`src/rtl/load_store_unit_if.sv`:
```
// Signal bundle between the load/store unit, the execute/writeback stages and the data RAM.
// master = the LSU itself; slave = everything around it (pipeline stages and RAM).
interface load_store_unit_if;
    // Handshakes: a transfer happens on the rising edge where valid && ready are both high.
    // valid never waits for ready, and the payload stays stable while valid is high.
    logic        req_valid;
    logic        req_ready;
    logic        req_is_store;
    logic [2:0]  req_funct3;
    logic [31:0] req_base;
    logic [31:0] req_offset;
    logic [31:0] req_wdata;

    logic        resp_valid;
    logic        resp_ready;
    logic [31:0] resp_rdata;
    logic [1:0]  resp_err;
    logic [31:0] resp_addr;

    logic        mem_read_en;
    logic        mem_write_en;
    logic [2:0]  mem_load_type;
    logic [2:0]  mem_store_type;
    logic [31:0] mem_address;
    logic [31:0] mem_data_in;
    logic [31:0] mem_data_out;
    logic        mem_busy;

    modport master (
        input  req_valid, req_is_store, req_funct3, req_base, req_offset, req_wdata,
        output req_ready,
        output resp_valid, resp_rdata, resp_err, resp_addr,
        input  resp_ready,
        output mem_read_en, mem_write_en, mem_load_type, mem_store_type, mem_address, mem_data_in,
        input  mem_data_out, mem_busy
    );

    modport slave (
        output req_valid, req_is_store, req_funct3, req_base, req_offset, req_wdata,
        input  req_ready,
        input  resp_valid, resp_rdata, resp_err, resp_addr,
        output resp_ready,
        input  mem_read_en, mem_write_en, mem_load_type, mem_store_type, mem_address, mem_data_in,
        output mem_data_out, mem_busy
    );
endinterface

```
`src/rtl/load_store_unit.sv`:
```
// Single-request load/store unit: computes base+offset, screens the access, runs a
// one-cycle RAM strobe, normalises load data and holds the response until accepted.
module load_store_unit #(
    parameter int MEM_BYTES = 4096
) (
    input  logic                      clk,
    input  logic                      rst_n,
    load_store_unit_if.master         bus,
    output logic [1:0]                dbg_state
);

    typedef enum logic [1:0] {
        IDLE    = 2'd0,
        ACCESS  = 2'd1,
        CAPTURE = 2'd2,
        RESP    = 2'd3
    } state_t;

    localparam logic [31:0] MEM_LIMIT = 32'(MEM_BYTES);

    state_t      state_q;
    state_t      state_d;
    logic        accept;
    logic [31:0] ea_c;
    logic        illegal_c;
    logic        misaligned_c;
    logic        out_of_range_c;
    logic [1:0]  err_c;
    logic        is_store_q;
    logic [31:0] rdata_norm;

    assign bus.req_ready = rst_n && (state_q == IDLE) && !bus.mem_busy;
    assign accept        = bus.req_valid && bus.req_ready;
    assign ea_c          = bus.req_base + bus.req_offset;
    assign dbg_state     = state_q;

    // funct3[1:0] encodes the access size for every legal load/store code.
    always_comb begin
        illegal_c      = 1'b0;
        misaligned_c   = 1'b0;
        out_of_range_c = 1'b0;
        err_c          = 2'b00;
        if (bus.req_is_store) begin
            illegal_c = (bus.req_funct3 > 3'b010);
        end else begin
            illegal_c = (bus.req_funct3 == 3'b011) || (bus.req_funct3 == 3'b110) ||
                        (bus.req_funct3 == 3'b111);
        end
        misaligned_c   = ((bus.req_funct3[1:0] == 2'b01) && ea_c[0]) ||
                         ((bus.req_funct3[1:0] == 2'b10) && (ea_c[1:0] != 2'b00));
        out_of_range_c = (ea_c >= MEM_LIMIT);
        if (illegal_c) begin
            err_c = 2'b11;
        end else if (misaligned_c) begin
            err_c = 2'b01;
        end else if (out_of_range_c) begin
            err_c = 2'b10;
        end
    end

    always_comb begin
        state_d = state_q;
        case (state_q)
            IDLE:    if (accept) state_d = (err_c != 2'b00) ? RESP : ACCESS;
            ACCESS:  state_d = CAPTURE;
            CAPTURE: state_d = RESP;
            RESP:    if (bus.resp_ready) state_d = IDLE;
            default: state_d = IDLE;
        endcase
    end

    // The RAM returns sign-extended sub-word data; unsigned loads clear the upper bits here.
    always_comb begin
        rdata_norm = bus.mem_data_out;
        case (bus.mem_load_type)
            3'b100:  rdata_norm = {24'h0, bus.mem_data_out[7:0]};
            3'b101:  rdata_norm = {16'h0, bus.mem_data_out[15:0]};
            default: rdata_norm = bus.mem_data_out;
        endcase
    end

    always_ff @(posedge clk or negedge rst_n) begin
        if (!rst_n) begin
            state_q <= IDLE;
        end else begin
            state_q <= state_d;
        end
    end

    always_ff @(posedge clk or negedge rst_n) begin
        if (!rst_n) begin
            is_store_q         <= 1'b0;
            bus.resp_valid     <= 1'b0;
            bus.resp_rdata     <= 32'h0;
            bus.resp_err       <= 2'b00;
            bus.resp_addr      <= 32'h0;
            bus.mem_read_en    <= 1'b0;
            bus.mem_write_en   <= 1'b0;
            bus.mem_load_type  <= 3'b000;
            bus.mem_store_type <= 3'b000;
            bus.mem_address    <= 32'h0;
            bus.mem_data_in    <= 32'h0;
        end else begin
            case (state_q)
                IDLE: begin
                    if (accept) begin
                        is_store_q <= bus.req_is_store;
                        if (err_c != 2'b00) begin
                            bus.resp_valid <= 1'b1;
                            bus.resp_err   <= err_c;
                            bus.resp_rdata <= 32'h0;
                            bus.resp_addr  <= ea_c;
                        end else begin
                            // mem_address/type/data double as the latched request for CAPTURE.
                            bus.mem_read_en    <= !bus.req_is_store;
                            bus.mem_write_en   <= bus.req_is_store;
                            bus.mem_address    <= ea_c;
                            bus.mem_load_type  <= bus.req_funct3;
                            bus.mem_store_type <= bus.req_funct3;
                            bus.mem_data_in    <= bus.req_wdata;
                        end
                    end
                end
                ACCESS: begin
                    bus.mem_read_en  <= 1'b0;
                    bus.mem_write_en <= 1'b0;
                end
                CAPTURE: begin
                    bus.resp_valid <= 1'b1;
                    bus.resp_err   <= 2'b00;
                    bus.resp_addr  <= bus.mem_address;
                    bus.resp_rdata <= is_store_q ? 32'h0 : rdata_norm;
                end
                RESP: begin
                    if (bus.resp_ready) bus.resp_valid <= 1'b0;
                end
                default: begin
                    bus.resp_valid <= 1'b0;
                end
            endcase
        end
    end

endmodule

```
`src/flat_wrapper.sv`:
```
// flat-port wrapper written by rule: the top's interface ports become plain ports
module load_store_unit_flat 
#(
    parameter int MEM_BYTES = 4096
)
  (clk, rst_n, dbg_state, bus_req_valid, bus_req_is_store, bus_req_funct3, bus_req_base, bus_req_offset, bus_req_wdata, bus_req_ready, bus_resp_valid, bus_resp_rdata, bus_resp_err, bus_resp_addr, bus_resp_ready, bus_mem_read_en, bus_mem_write_en, bus_mem_load_type, bus_mem_store_type, bus_mem_address, bus_mem_data_in, bus_mem_data_out, bus_mem_busy);
  load_store_unit_if bus_i ();
  input  logic clk;
  input  logic rst_n;
  output logic [1:0] dbg_state;
  input wire logic [$bits(bus_i.req_valid)-1:0] bus_req_valid;
  input wire logic [$bits(bus_i.req_is_store)-1:0] bus_req_is_store;
  input wire logic [$bits(bus_i.req_funct3)-1:0] bus_req_funct3;
  input wire logic [$bits(bus_i.req_base)-1:0] bus_req_base;
  input wire logic [$bits(bus_i.req_offset)-1:0] bus_req_offset;
  input wire logic [$bits(bus_i.req_wdata)-1:0] bus_req_wdata;
  output wire logic [$bits(bus_i.req_ready)-1:0] bus_req_ready;
  output wire logic [$bits(bus_i.resp_valid)-1:0] bus_resp_valid;
  output wire logic [$bits(bus_i.resp_rdata)-1:0] bus_resp_rdata;
  output wire logic [$bits(bus_i.resp_err)-1:0] bus_resp_err;
  output wire logic [$bits(bus_i.resp_addr)-1:0] bus_resp_addr;
  input wire logic [$bits(bus_i.resp_ready)-1:0] bus_resp_ready;
  output wire logic [$bits(bus_i.mem_read_en)-1:0] bus_mem_read_en;
  output wire logic [$bits(bus_i.mem_write_en)-1:0] bus_mem_write_en;
  output wire logic [$bits(bus_i.mem_load_type)-1:0] bus_mem_load_type;
  output wire logic [$bits(bus_i.mem_store_type)-1:0] bus_mem_store_type;
  output wire logic [$bits(bus_i.mem_address)-1:0] bus_mem_address;
  output wire logic [$bits(bus_i.mem_data_in)-1:0] bus_mem_data_in;
  input wire logic [$bits(bus_i.mem_data_out)-1:0] bus_mem_data_out;
  input wire logic [$bits(bus_i.mem_busy)-1:0] bus_mem_busy;
  assign bus_i.req_valid = bus_req_valid;
  assign bus_i.req_is_store = bus_req_is_store;
  assign bus_i.req_funct3 = bus_req_funct3;
  assign bus_i.req_base = bus_req_base;
  assign bus_i.req_offset = bus_req_offset;
  assign bus_i.req_wdata = bus_req_wdata;
  assign bus_req_ready = bus_i.req_ready;
  assign bus_resp_valid = bus_i.resp_valid;
  assign bus_resp_rdata = bus_i.resp_rdata;
  assign bus_resp_err = bus_i.resp_err;
  assign bus_resp_addr = bus_i.resp_addr;
  assign bus_i.resp_ready = bus_resp_ready;
  assign bus_mem_read_en = bus_i.mem_read_en;
  assign bus_mem_write_en = bus_i.mem_write_en;
  assign bus_mem_load_type = bus_i.mem_load_type;
  assign bus_mem_store_type = bus_i.mem_store_type;
  assign bus_mem_address = bus_i.mem_address;
  assign bus_mem_data_in = bus_i.mem_data_in;
  assign bus_i.mem_data_out = bus_mem_data_out;
  assign bus_i.mem_busy = bus_mem_busy;
  load_store_unit #(.MEM_BYTES(MEM_BYTES)) u_core (.clk(clk), .rst_n(rst_n), .bus(bus_i), .dbg_state(dbg_state));
endmodule
```
`config.mk`:
```
export PLATFORM = sky130hd
export DESIGN_NAME = load_store_unit_flat
export DESIGN_NICKNAME = d
export VERILOG_FILES = /design/src/rtl/load_store_unit_if.sv /design/src/rtl/load_store_unit.sv /design/src/flat_wrapper.sv
export SDC_FILE = /design/constraint.sdc
export NUM_CORES = 1
export LEC_CHECK = 0
export BUFFER_PORTS_ARGS = -buffer_cell sky130_fd_sc_hd__buf_2
export CORE_UTILIZATION = 40
export CTS_CLUSTER_DIAMETER = 100
export DETAILED_ROUTE_END_ITERATION = 10
export HOLD_SLACK_MARGIN = 0.08
export PLACE_DENSITY = 0.67
export SLEW_MARGIN = 20
export SYNTH_ARGS = -nofsm -noshare
export SYNTH_HDL_FRONTEND = slang
export SYNTH_SLANG_ARGS = --single-unit
```
`constraint.sdc`:
```
create_clock -name clk -period 7.5 [get_ports clk]
set_input_delay 1.5 -clock clk [delete_from_list [all_inputs] [get_ports clk]]
set_output_delay 1.5 -clock clk [all_outputs]
set_load 0.01 [all_outputs]
```
==> qor.yml, run 1 <==
clock_tree:
  clkSlewWorstSetupHoldPaths_ns: 0.06
  hold_buffers: 0
  cts-root-buf: "clkbuf_16"
  clock_latency_ns: 0.42
  cts_resized: 0
  cts_tree: "yes"
  cts_setup_buffers: 0
  h-tree-depth: 4
  clk_path_buf_depth: 2
  numCtsBuffers: 17
  clock-sinks: 139
sta:
  hold_viol: 0
  setup-tns-final_ns: 0
  hold_ws_ns: 0.471
  setup_violations: 0
  drv_slew: 0
  tightest_slew_ns: 0.727
  min_period_over_period_pct: 69.5
  slew_headroom_pct: 51.3
  clock.fmax_ghz: 0.192
  period_minus_slack_ns: 5.21
  rsz0062_at_grt: "no"
  finClkSkew_ns: 0.00887
pwr:
  p_leak_nw: 5.09
  power_density_mw_per_mm2: 275
  vdd_drop_max_v: 0.000158
place:
  routabilityCongestion: 0.888
  dp_cells: 1250
  dp.final_hpwl_um: 16200
  place.port_buffers: 278
  placed_area_mm2: 0.00912
logic_synthesis:
  synth_flop_cell: "dfrtp_1"
  synth_edf_count: 0
  synth_cells: 773
  ys_seq_area_share_pct: 45.8
  synth_seq_cells: 139
  synth_area_leaders: "dfrtp_1 (46%), mux2_2 (6.8%), nand2_1 (6.4%)"
  synth_top_area_cell: "dfrtp_1"
  syn_avg_cell_area_um2: 9.82
  syn_area_mm2: 0.00759
  synth_top_area_share_pct: 45.8
  synth_cell_type_count: 64
  yosysWarningCount: 0
  syn-num-nets: 947
  synthArstFlopShare_pct: 100
worst_setup_path:
  cp_slowest_cell: "o31ai_4"
  cp_data_required_time_ns: 7.80
  start_kind: "input pin"
  critPathMaxStageDelay_ns: 0.63
  crit_path_end: "u_core.bus.resp_addr[7]"
  r2r.worst_path.cells: 8
  regToRegSetupSlack_ns: 4.42
  crit_start: "bus_req_offset[0]"
  worstSetupPathType: "input pin to flip-flop"
  critPathCaptureType: "flip-flop"
  path_delay_family: "compound AO/OA/AOI/OAI gates"
  cp.depth: 13
  crit_buf_inv: 2
  cp_cell_sequence: "buf_2 -> ha_1 -> fa_1 -> a211oi_1 -> o21ai_1 -> a21o_1 -> a31oi_1 -> o21ai_0 -> xor2_1 -> or4_4 -> o31ai_4 -> buf_4 -> mux2_2"
  critical_path_arrival_ns: 5.51
  r2r-end: "u_core.bus.resp_rdata[16]"
  timing.rr.start: "u_core.dbg_state[0]"
  path_max_fanout: 16
cells_and_area:
  layout_commonest_cell: "buf_2"
  final_area_mm2: 0.00972
  syn2layout_area_growth_pct: 28.1
  final_cell_mix: "buf_2 (277), dfrtp_1 (139), nand2_1 (129)"
  final_nets: 1210
  antenna_cells: 0
  fin_util_pct: 52.1
  final_cells: 1283
  drive_above_1_share_pct: 35.5
drt:
  num_vias: 6717
  wl_per_cell_um: 16.6
  drc: 0
  via_per_inst: 5.24
  drt_iter0_drc: 356
  ant_nets: 0
  dr.pass1.iters: 5
  finalWirelength_um: 21200
grt:
  antenna_found_initial: 0
  grt_pass1_vias: 6311
  grt_max_degree: 79
  grt_pass1_wl_um: 33600
  grt_use_total_pct: 21.9
  grt-ovfl-total: 0
floorplan:
  core_mm2: 0.0186
  die_area_mm2: 0.0195
  fp.dieW_um: 140
  rows: 50
  pin_count: 279
  dieHeight_um: 140
  start_util_pct: 40.7
min_path:
  hold_class: "flip-flop to flip-flop"
  hp-start: "u_core.bus.resp_addr[1]"
run:
  drv_cap: 0
outcome:
  status: "finished, final reports clean"
how the worst min path moves through the flow:
stage | cells after the start | end
after floorplan | 1 | u_core.is_store_q
after global routing | 2 | u_core.bus.resp_addr[1]
after detailed placement | 2 | u_core.bus.resp_addr[1]
after CTS | 2 | u_core.bus.resp_addr[1]
after global placement | 2 | u_core.bus.resp_addr[0]
final | 2 | u_core.bus.resp_addr[1]
per-stage QoR:
stage               setup WS [ns]  power [mW]
floorplan                    2.61        1.55
global placement             1.95        1.86
detailed placement           1.87        1.88
CTS                          2.30        2.70
global route                 2.05        2.84
finish                       2.29        2.68
cells in the mapped netlist, types with 4 or more instances:
cell      number
nor3_1         9
nor2_1        34
mux2_1         6
xnor2_1       14
buf_2          9
mux2i_1       21
o31ai_1        5
clkbuf_1      19
o21a_1        12
and2_1         4
xor2_1         8
mux2_2        46
a21o_1         8
nand2_1      129
nand3_1        7
inv_1         11
ha_1          36
dfrtp_1      139
o21ai_1        4
o211ai_1       5
a21oi_1       51
nand4_1        9
buf_4          6
buf_6          6
o21ai_0       86
and4_1         6
nor2b_1       24
sequential cells by signal, indices dropped and copies added (netlist names):
register                  flops
u_core.bus.mem_address       32
u_core.bus.mem_data_in       32
u_core.bus.resp_addr         32
u_core.bus.resp_rdata        32
u_core.bus.mem_load_type      3
u_core.bus.resp_err           2
u_core.dbg_state              2
u_core.bus.mem_read_en        1
u_core.bus.mem_write_en       1
u_core.bus.resp_valid         1
u_core.is_store_q             1
layer usage:
metal / wire [µm] / vias to the layer above / share of wire [%] / track usage, %
met5: 0 / - / 0 / 0
met4: 583 / 0 / 2.7 / 9.14
met3: 1250 / 40 / 5.9 / 5.26
met2: 10300 / 239 / 49 / 36.4
met1: 9110 / 3154 / 43 / 27.3
li1: - / 3284 / - / -
tightest hold or removal path, stage by stage (launching register included):
cell	delay (ns)
dfrtp_1	0.34
nand2_1	0.04
o21ai_0	0.06
where the power goes:
| group | leakage [nW] | internal, mW | switching, mW |
|---|---|---|---|
| clock network | 0.271 | 0.477 | 0.341 |
| registers | 1.88 | 0.866 | 0.0662 |
| logic | 2.94 | 0.350 | 0.577 |
| total | 5.09 | 1.69 | 0.984 |
cell type report:
type	instances	area [µm²]
repair buffers	286	1490
well taps	234	293
clock inverters	12	113
clock buffers	20	457
inverters	12	45.0
fillers	1754	8920
flip-flops and latches	139	3480
multi-input cells	580	3840
cell families after synthesis:
logic type,Yosys count,share of synthesized area [%]
simple gates,241,14.9
buf+inv,54,3.71
mux,73,10.5
compound gates,207,16.4
xor+xnor,22,2.54
flops,139,45.8
fa+ha+maj,37,6.20
No activity file was read; power rests on OpenSTA's default activity.
==> inputs of run 2 (changes only) <==
- clock period: 7.5 -> 4.9 ns (I/O delays scaled with it)
==> run 2 against run 1 <==
  * Die area did not move
  * Utilization is 0.66 points higher
  * Worst hold slack is essentially flat
  * Sequential power rose by 53%
  * Global-route usage is 0.27 points higher
  * Count of clock-buffer cells in the layout stayed put
  * Register-to-register slack worse by 2.2 ns
  * Setup slack lost 1.8 ns
  * Cell count increased by 0.70%
  * Clock power increased by 54%
  * Largest power group is now combinational logic
  * Highest routed layer unchanged
==> qor.yml, run 2 (synthesis gave the netlist of run 1 again) <==
clock_tree:
  cts_resized: 0  # unchanged
  numCtsBuffers: 17  # unchanged
  cts_tree: "yes"
  clock-sinks: 139  # unchanged
  cts_setup_buffers: 0  # unchanged
  h-tree-depth: 4  # unchanged
  clk_path_buf_depth: 2  # unchanged
  cts-root-buf: "clkbuf_16"
  clkSlewWorstSetupHoldPaths_ns: 0.06  # about the same
  hold_buffers: 0  # unchanged
  clock_latency_ns: 0.42  # about the same
worst_setup_path:
  path_max_fanout: 19  # +3
  r2r-end: "u_core.bus.mem_address[4]"
  path_delay_family: "compound AO/OA/AOI/OAI gates"
  r2r.worst_path.cells: 8  # unchanged
  start_kind: "input pin"
  cp_slowest_cell: "or4_4"
  cp.depth: 13  # unchanged
  critPathCaptureType: "flip-flop"
  critical_path_arrival_ns: 4.67  # -0.84 ns
  timing.rr.start: "u_core.dbg_state[0]"
  regToRegSetupSlack_ns: 2.19  # -2.23 ns
  crit_buf_inv: 2  # unchanged
  critPathMaxStageDelay_ns: 0.57  # -0.06 ns
  worstSetupPathType: "input pin to flip-flop"
  cp_cell_sequence: "buf_2 -> ha_1 -> fa_1 -> a211oi_1 -> o21ai_1 -> a21o_1 -> a31oi_1 -> o21ai_0 -> xor2_1 -> or4_4 -> nor4_4 -> buf_4 -> mux2_2"
  cp_data_required_time_ns: 5.19  # -2.61 ns
drt:
  dr.pass1.iters: 5  # unchanged
  drt_iter0_drc: 337  # -5.3%
  num_vias: 6727  # +0.15%
  via_per_inst: 5.21  # -0.55%
  wl_per_cell_um: 16.6  # about the same
  drc: 0  # unchanged
  ant_nets: 0  # unchanged
  finalWirelength_um: 21400  # +0.75%
cells_and_area:
  fillCellCount: 1751  # -0.17%
  syn2layout_area_growth_pct: 29.7
  final_nets: 1219  # +0.74%
  final_area_mm2: 0.00984  # +1.3%
  drive_above_1_share_pct: 35.8  # +0.36 points
  final_cell_mix: "buf_2 (277), dfrtp_1 (139), nand2_1 (129)"
  layout_commonest_cell: "buf_2"
  antenna_cells: 0  # unchanged
min_path:
  hp-start: "u_core.bus.resp_addr[5]"
  hold_class: "flip-flop to flip-flop"
  min_delay_path_depth: 2  # unchanged
  min_to: "u_core.bus.resp_addr[5]"
sta:
  setup_slack_ns: 0.523  # -1.77 ns
  drv_slew: 0  # unchanged
  setup-tns-final_ns: 0  # unchanged
  setup_violations: 0  # unchanged
  slew_headroom_pct: 52.5  # +1.2 points
  period_minus_slack_ns: 4.38
  rsz0062_at_grt: "no"
  tightest_slew_ns: 0.710  # -0.0172 ns
  clock.fmax_ghz: 0.228
  hold_ws_ns: 0.471  # -0.000335 ns
  hold_viol: 0  # unchanged
  min_period_over_period_pct: 89.3
  finClkSkew_ns: 0.00741  # -0.00147 ns
floorplan:
  start_util_pct: 40.7  # unchanged
  fp.dieW_um: 140  # unchanged
  die_area_mm2: 0.0195  # unchanged
  core_mm2: 0.0186  # unchanged
  rows: 50  # unchanged
  pin_count: 279  # unchanged
  dieHeight_um: 140  # unchanged
grt:
  grt_pass1_wl_um: 33800  # +0.57%
  use_met2_pct: 38.1  # +1.7 points
  grtUsageMet1_pct: 28.4  # +1.1 points
  use_met3_pct: 4.82  # -0.45 points
  grt-ovfl-total: 0  # unchanged
  grt_max_degree: 77  # -2.5%
  grt.busiest_layer: "met2"
  grt_pass1_vias: 6256  # -0.87%
  antenna_found_initial: 0  # unchanged
  grt_use_total_pct: 22.2  # +0.27 points
pwr:
  p_seq_share_pct: 34.3  # -0.5 points
  power_switching_mw: 1.50  # +53%
  vdd_drop_max_v: 0.000202  # +28%
  switching_share_pct: 35.9  # -0.82 points
  combPwrFrac_pct: 35.6  # +1.0 points
  p_clk_share_pct: 30.1  # -0.4 points
  power_density_mw_per_mm2: 425  # +54%
  p_leak_nw: 5.16  # +1.4%
  p_int_mw: 2.68  # +58%
  power.total_mw: 4.18  # +56%
run:
  drv_cap: 0  # unchanged
place:
  dp.final_hpwl_um: 16300  # +0.75%
  placed_area_mm2: 0.00924  # +1.3%
  routabilityCongestion: 0.875  # -1.5%
  place.port_buffers: 278  # unchanged
  post-place-ws_ns: 0.150  # -1.72 ns
outcome:
  status: "finished, final reports clean"
==> run 2: per-layer routing <==
layer	vias up	wire length, µm
met1	3170	9340
met2	234	10800
li1	3310	-
met3	13	1080
met5	-	0
met4	0	213
==> run 2: worst max path at each step <==
stage                      startpoint                         end
CTS                 bus_req_offset[0]   u_core.bus.mem_address[4]
global route        bus_req_offset[0]   u_core.bus.mem_address[4]
global placement    bus_req_offset[0]  u_core.bus.mem_address[10]
floorplan           bus_req_offset[0]  u_core.bus.mem_data_in[24]
detailed placement  bus_req_offset[0]   u_core.bus.mem_address[4]
finish              bus_req_offset[0]   u_core.bus.mem_address[4]
==> run 2: worst reg2reg max path, cell delays in order (launching register included) <==
cell,delay (ns)
dfrtp_1,0.45
inv_1,0.12
ha_1,0.34
nand2_1,0.08
nor2_1,0.17
nand4_1,0.26
nor4_4,0.42
buf_4,0.35
mux2_2,0.40
==> run 2: metrics by stage <==
stage	instances	utilization, %
6_report	1292	52.8
4_1_cts	1291	52.7
3_5_place_dp	1259	49.6
2_1_floorplan	773	-
3_3_place_gp	1259	49.6
5_1_grt	1292	52.8
==> run 2: cell type report <==
cell class	count	area, µm²	share of cell area (%)
timing repair buffer	295	1610	16.3
multi-input combinational	580	3840	39.1
clock inverter	12	139	1.41
clock buffer	20	437	4.44
sequential	139	3480	35.3
inverter	12	45.0	0.458
tap	234	293	2.97
==> run 2: power by group through the flow <==
stage,Combinational [mW],Clock [mW],Sequential [mW]
floorplan,0.852,0,1.51
global placement,1.48,0,1.45
detailed placement,1.49,0,1.45
CTS,1.50,1.29,1.43
global route,1.65,1.34,1.45
finish,1.49,1.26,1.43
==> inputs of run 3 (changes only) <==
- ABC_AREA: not set -> 1
- CELL_PAD_IN_SITES_DETAIL_PLACEMENT: not set -> 2
- CELL_PAD_IN_SITES_GLOBAL_PLACEMENT: not set -> 2
- CORE_UTILIZATION: 40 -> 27
- PLACE_DENSITY: 0.67 -> 0.81
==> run 3 against run 2 <==
  * Synthesized cell count grew 61%
  * Register-to-register slack lost 0.63 ns
  * Critical endpoint is now u_core.bus.resp_rdata[19]
  * Routed wire length grew 53%
  * Maximum frequency rose by 9.8%
  * Total power rose by 9.3%
  * Highest routed layer unchanged
  * Via count increased by 31%
  * Setup slack gained 0.39 ns
==> qor.yml, run 3 <==
pwr:
  p_leak_nw: 6.56  # +27%
  switching_share_pct: 42.9  # +7.0 points
  p_seq_share_pct: 32.1  # -2.2 points
  power_density_mw_per_mm2: 425  # about the same
  p_clk_share_pct: 28.8  # -1.3 points
  combPwrFrac_pct: 39.1  # +3.5 points
  vdd_drop_max_v: 0.000447  # +120%
  power_switching_mw: 1.96  # +31%
  p_int_mw: 2.61  # -2.7%
clock_tree:
  cts-root-buf: "clkbuf_16"
  cts_setup_buffers: 0  # unchanged
  clk_path_buf_depth: 2  # unchanged
  hold_buffers: 0  # unchanged
  cts_resized: 0  # unchanged
  clkSlewWorstSetupHoldPaths_ns: 0.08  # +0.02 ns
  h-tree-depth: 4  # unchanged
  clock-sinks: 139  # unchanged
  clock_latency_ns: 0.43  # about the same
  cts_tree: "yes"
  numCtsBuffers: 17  # unchanged
drt:
  ant_nets: 0  # unchanged
  wl_per_cell_um: 17.0  # +2.8%
  via_per_inst: 4.59  # -12%
  drc: 0  # unchanged
  dr.pass1.iters: 4  # -1
  drt_iter0_drc: 276  # -18%
  finalWirelength_um: 32800  # +53%
  num_vias: 8833  # +31%
sta:
  setup-tns-final_ns: 0  # unchanged
  setup_slack_ns: 0.913  # +0.390 ns
  clock.fmax_ghz: 0.251  # +9.8%
  rsz0062_at_grt: "no"
  min_period_over_period_pct: 81.4  # -8.0 points
  slew_headroom_pct: 29.0  # -23 points
  finClkSkew_ns: 0.0182  # +0.0108 ns
  setup_violations: 0  # unchanged
  drv_slew: 0  # unchanged
  hold_viol: 0  # unchanged
  tightest_slew_ns: 1.06  # +0.353 ns
  period_minus_slack_ns: 3.99  # -0.390 ns
cells_and_area:
  seqCellArea_mm2: 0.00348  # unchanged
  fin_util_pct: 35.1  # -18 points
  final_nets: 1688  # +38%
  fillCellCount: 3778  # +120%
  drive_above_1_share_pct: 23.8  # -12 points
  syn2layout_area_growth_pct: 27.5
  multi_input_comb_area_mm2: 0.00400  # +4.1%
  final_cell_mix: "nand2_1 (561), buf_2 (277), inv_1 (163)"
  layout_commonest_cell: "nand2_1"
logic_synthesis:
  synth_cell_type_count: 34  # -47%
  synth_cells: 1247  # +61%
  synthArstFlopShare_pct: 100  # unchanged
  synthTopCellsByCount: "nand2_1 (561), inv_1 (163), dfrtp_1 (139), nor2_1 (87), o21ai_0 (48)"
  synth_seq_cells: 139  # unchanged
  synth_edf_count: 0  # unchanged
  synth_top_area_share_pct: 41.2  # -4.6 points
  synth_top_area_cell: "dfrtp_1"
  ys_seq_area_share_pct: 41.2  # -4.6 points
  synth_area_leaders: "dfrtp_1 (41%), nand2_1 (25%), inv_1 (7.2%)"
  synth_flop_cell: "dfrtp_1"
  yosysMostFrequentCell: "nand2_1"
  syn-num-nets: 1421  # +50%
  yosysWarningCount: 0  # unchanged
  syn_avg_cell_area_um2: 6.77  # -31%
  syn_area_mm2: 0.00844  # +11%
worst_setup_path:
  regToRegSetupSlack_ns: 1.56  # -0.63 ns
  start_kind: "input pin"
  critPathCaptureType: "flip-flop"
  r2r-end: "u_core.bus.resp_rdata[19]"
  crit_start: "bus_req_offset[0]"
  cp_data_required_time_ns: 5.25  # +0.06 ns
  timing.rr.start: "u_core.dbg_state[0]"
  r2r.worst_path.cells: 9  # +1
  critical_path_arrival_ns: 4.33  # -0.34 ns
  worstSetupPathType: "input pin to flip-flop"
  path_max_fanout: 56  # +37
floorplan:
  die_area_mm2: 0.0320  # +64%
  fp.dieW_um: 179  # +28%
  dieHeight_um: 179  # +28%
  start_util_pct: 27.5  # -13 points
  core_mm2: 0.0307  # +65%
  pin_count: 279  # unchanged
  rows: 64  # +28%
place:
  post-place-ws_ns: 0.454  # +0.305 ns
  place.port_buffers: 278  # unchanged
  routabilityCongestion: 0.821  # -6.1%
  dp.final_hpwl_um: 25800  # +58%
grt:
  grt_use_total_pct: 20.7  # -1.5 points
  grt_max_degree: 76  # -1.3%
  grt_pass1_vias: 9508  # +52%
  grt_pass1_wl_um: 51000  # +51%
  grt-ovfl-total: 0  # unchanged
  antenna_found_initial: 0  # unchanged
run:
  drv_cap: 0  # unchanged
min_path:
  hold_class: "input pin to asynchronous set/reset pin"
outcome:
  status: "finished, final reports clean"
## run 3: cell types whose count changed after synthesis, sizes merged, moves of 7 or more
cell   change
nor2b     -24
mux2      -52
nor2      +58
o21a      -12
nand2    +433
mux2i     -21
a21oi     -32
nand3     +30
xor2       -7
and4       -7
a21o       -7
inv      +184
## run 3: how the worst max path moves through the flow
stage                                  to  slack [ns]  depth (start not counted)
2_1_floorplan  u_core.bus.mem_data_in[10]        1.53                         19
3_3_place_gp     u_core.bus.resp_addr[14]        0.60                         21
3_5_place_dp     u_core.bus.resp_addr[20]        0.45                         21
4_1_cts          u_core.bus.resp_addr[21]        0.89                         21
5_1_grt         u_core.bus.resp_rdata[18]        0.64                         21
6_report        u_core.bus.resp_rdata[19]        0.91                         21
## run 3: cell type report
type                    count  area share (%)
diodes                      2          0.0465
clock buffers              17            3.95
clock inverters            15            1.42
inverters                 196            6.83
multi-input cells         875            37.2
flip-flops and latches    139            32.3
well taps                 396            4.60
repair buffers            285            13.7
## run 3: critical path, stage by stage
cell     delay (ns)
buf_2          0.10
ha_1           0.27
fa_1           0.44
nand2_1        0.09
nand2_1        0.07
and2_2         0.21
nand2_1        0.07
nand2_1        0.09
nand2_1        0.10
nand2_1        0.13
nand2_1        0.11
nand2_1        0.06
nand2_1        0.06
nand2_1        0.09
nand3_1        0.15
nor2_4         0.06
nand3_2        0.08
nand2_2        0.08
inv_2          0.77
nand2_1        0.16
nand2_1        0.12
## run 3: through the flow
| step | hold slack, ns | power, mW | cell area, µm² | cells |
|---|---|---|---|---|
| floorplan | 0.454 | 2.68 | 8440 | 1247 |
| global placement | 0.456 | 3.21 | 10200 | 1891 |
| detailed placement | 0.461 | 3.29 | 10200 | 1891 |
| CTS | 0.349 | 4.64 | 10800 | 1923 |
| global route | 0.349 | 4.90 | 10800 | 1923 |
| finish | 0.362 | 4.57 | 10800 | 1925 |
## run 3: cell families after synthesis
group | Yosys count | synth area share [%]
flip-flops | 139 | 41.2
buffers and inverters | 233 | 11.6
adder cells (fa/ha/maj) | 37 | 5.57
XOR/XNOR | 11 | 1.14
AO/OA/AOI/OAI | 113 | 6.89
AND/OR/NAND/NOR | 714 | 33.6
## run 3: routing by layer
metal  part of all wire [%]  vias to the layer above  global-route usage, %
li1                       -                     4298                      -
met1                     45                     4326                   26.7
met2                     50                      191                   36.9
met3                    3.6                       18                   2.42
met4                   0.87                        0                   4.34
met5                      0                        -                      0
## run 3: power by group through the flow
stage          logic, mW  clock network [mW]  registers (mW)
2_1_floorplan       1.12                   0            1.56
3_3_place_gp        1.73                   0            1.48
3_5_place_dp        1.80                   0            1.49
4_1_cts             1.82                1.35            1.47
5_1_grt             2.01                1.39            1.49
6_report            1.79                1.32            1.47
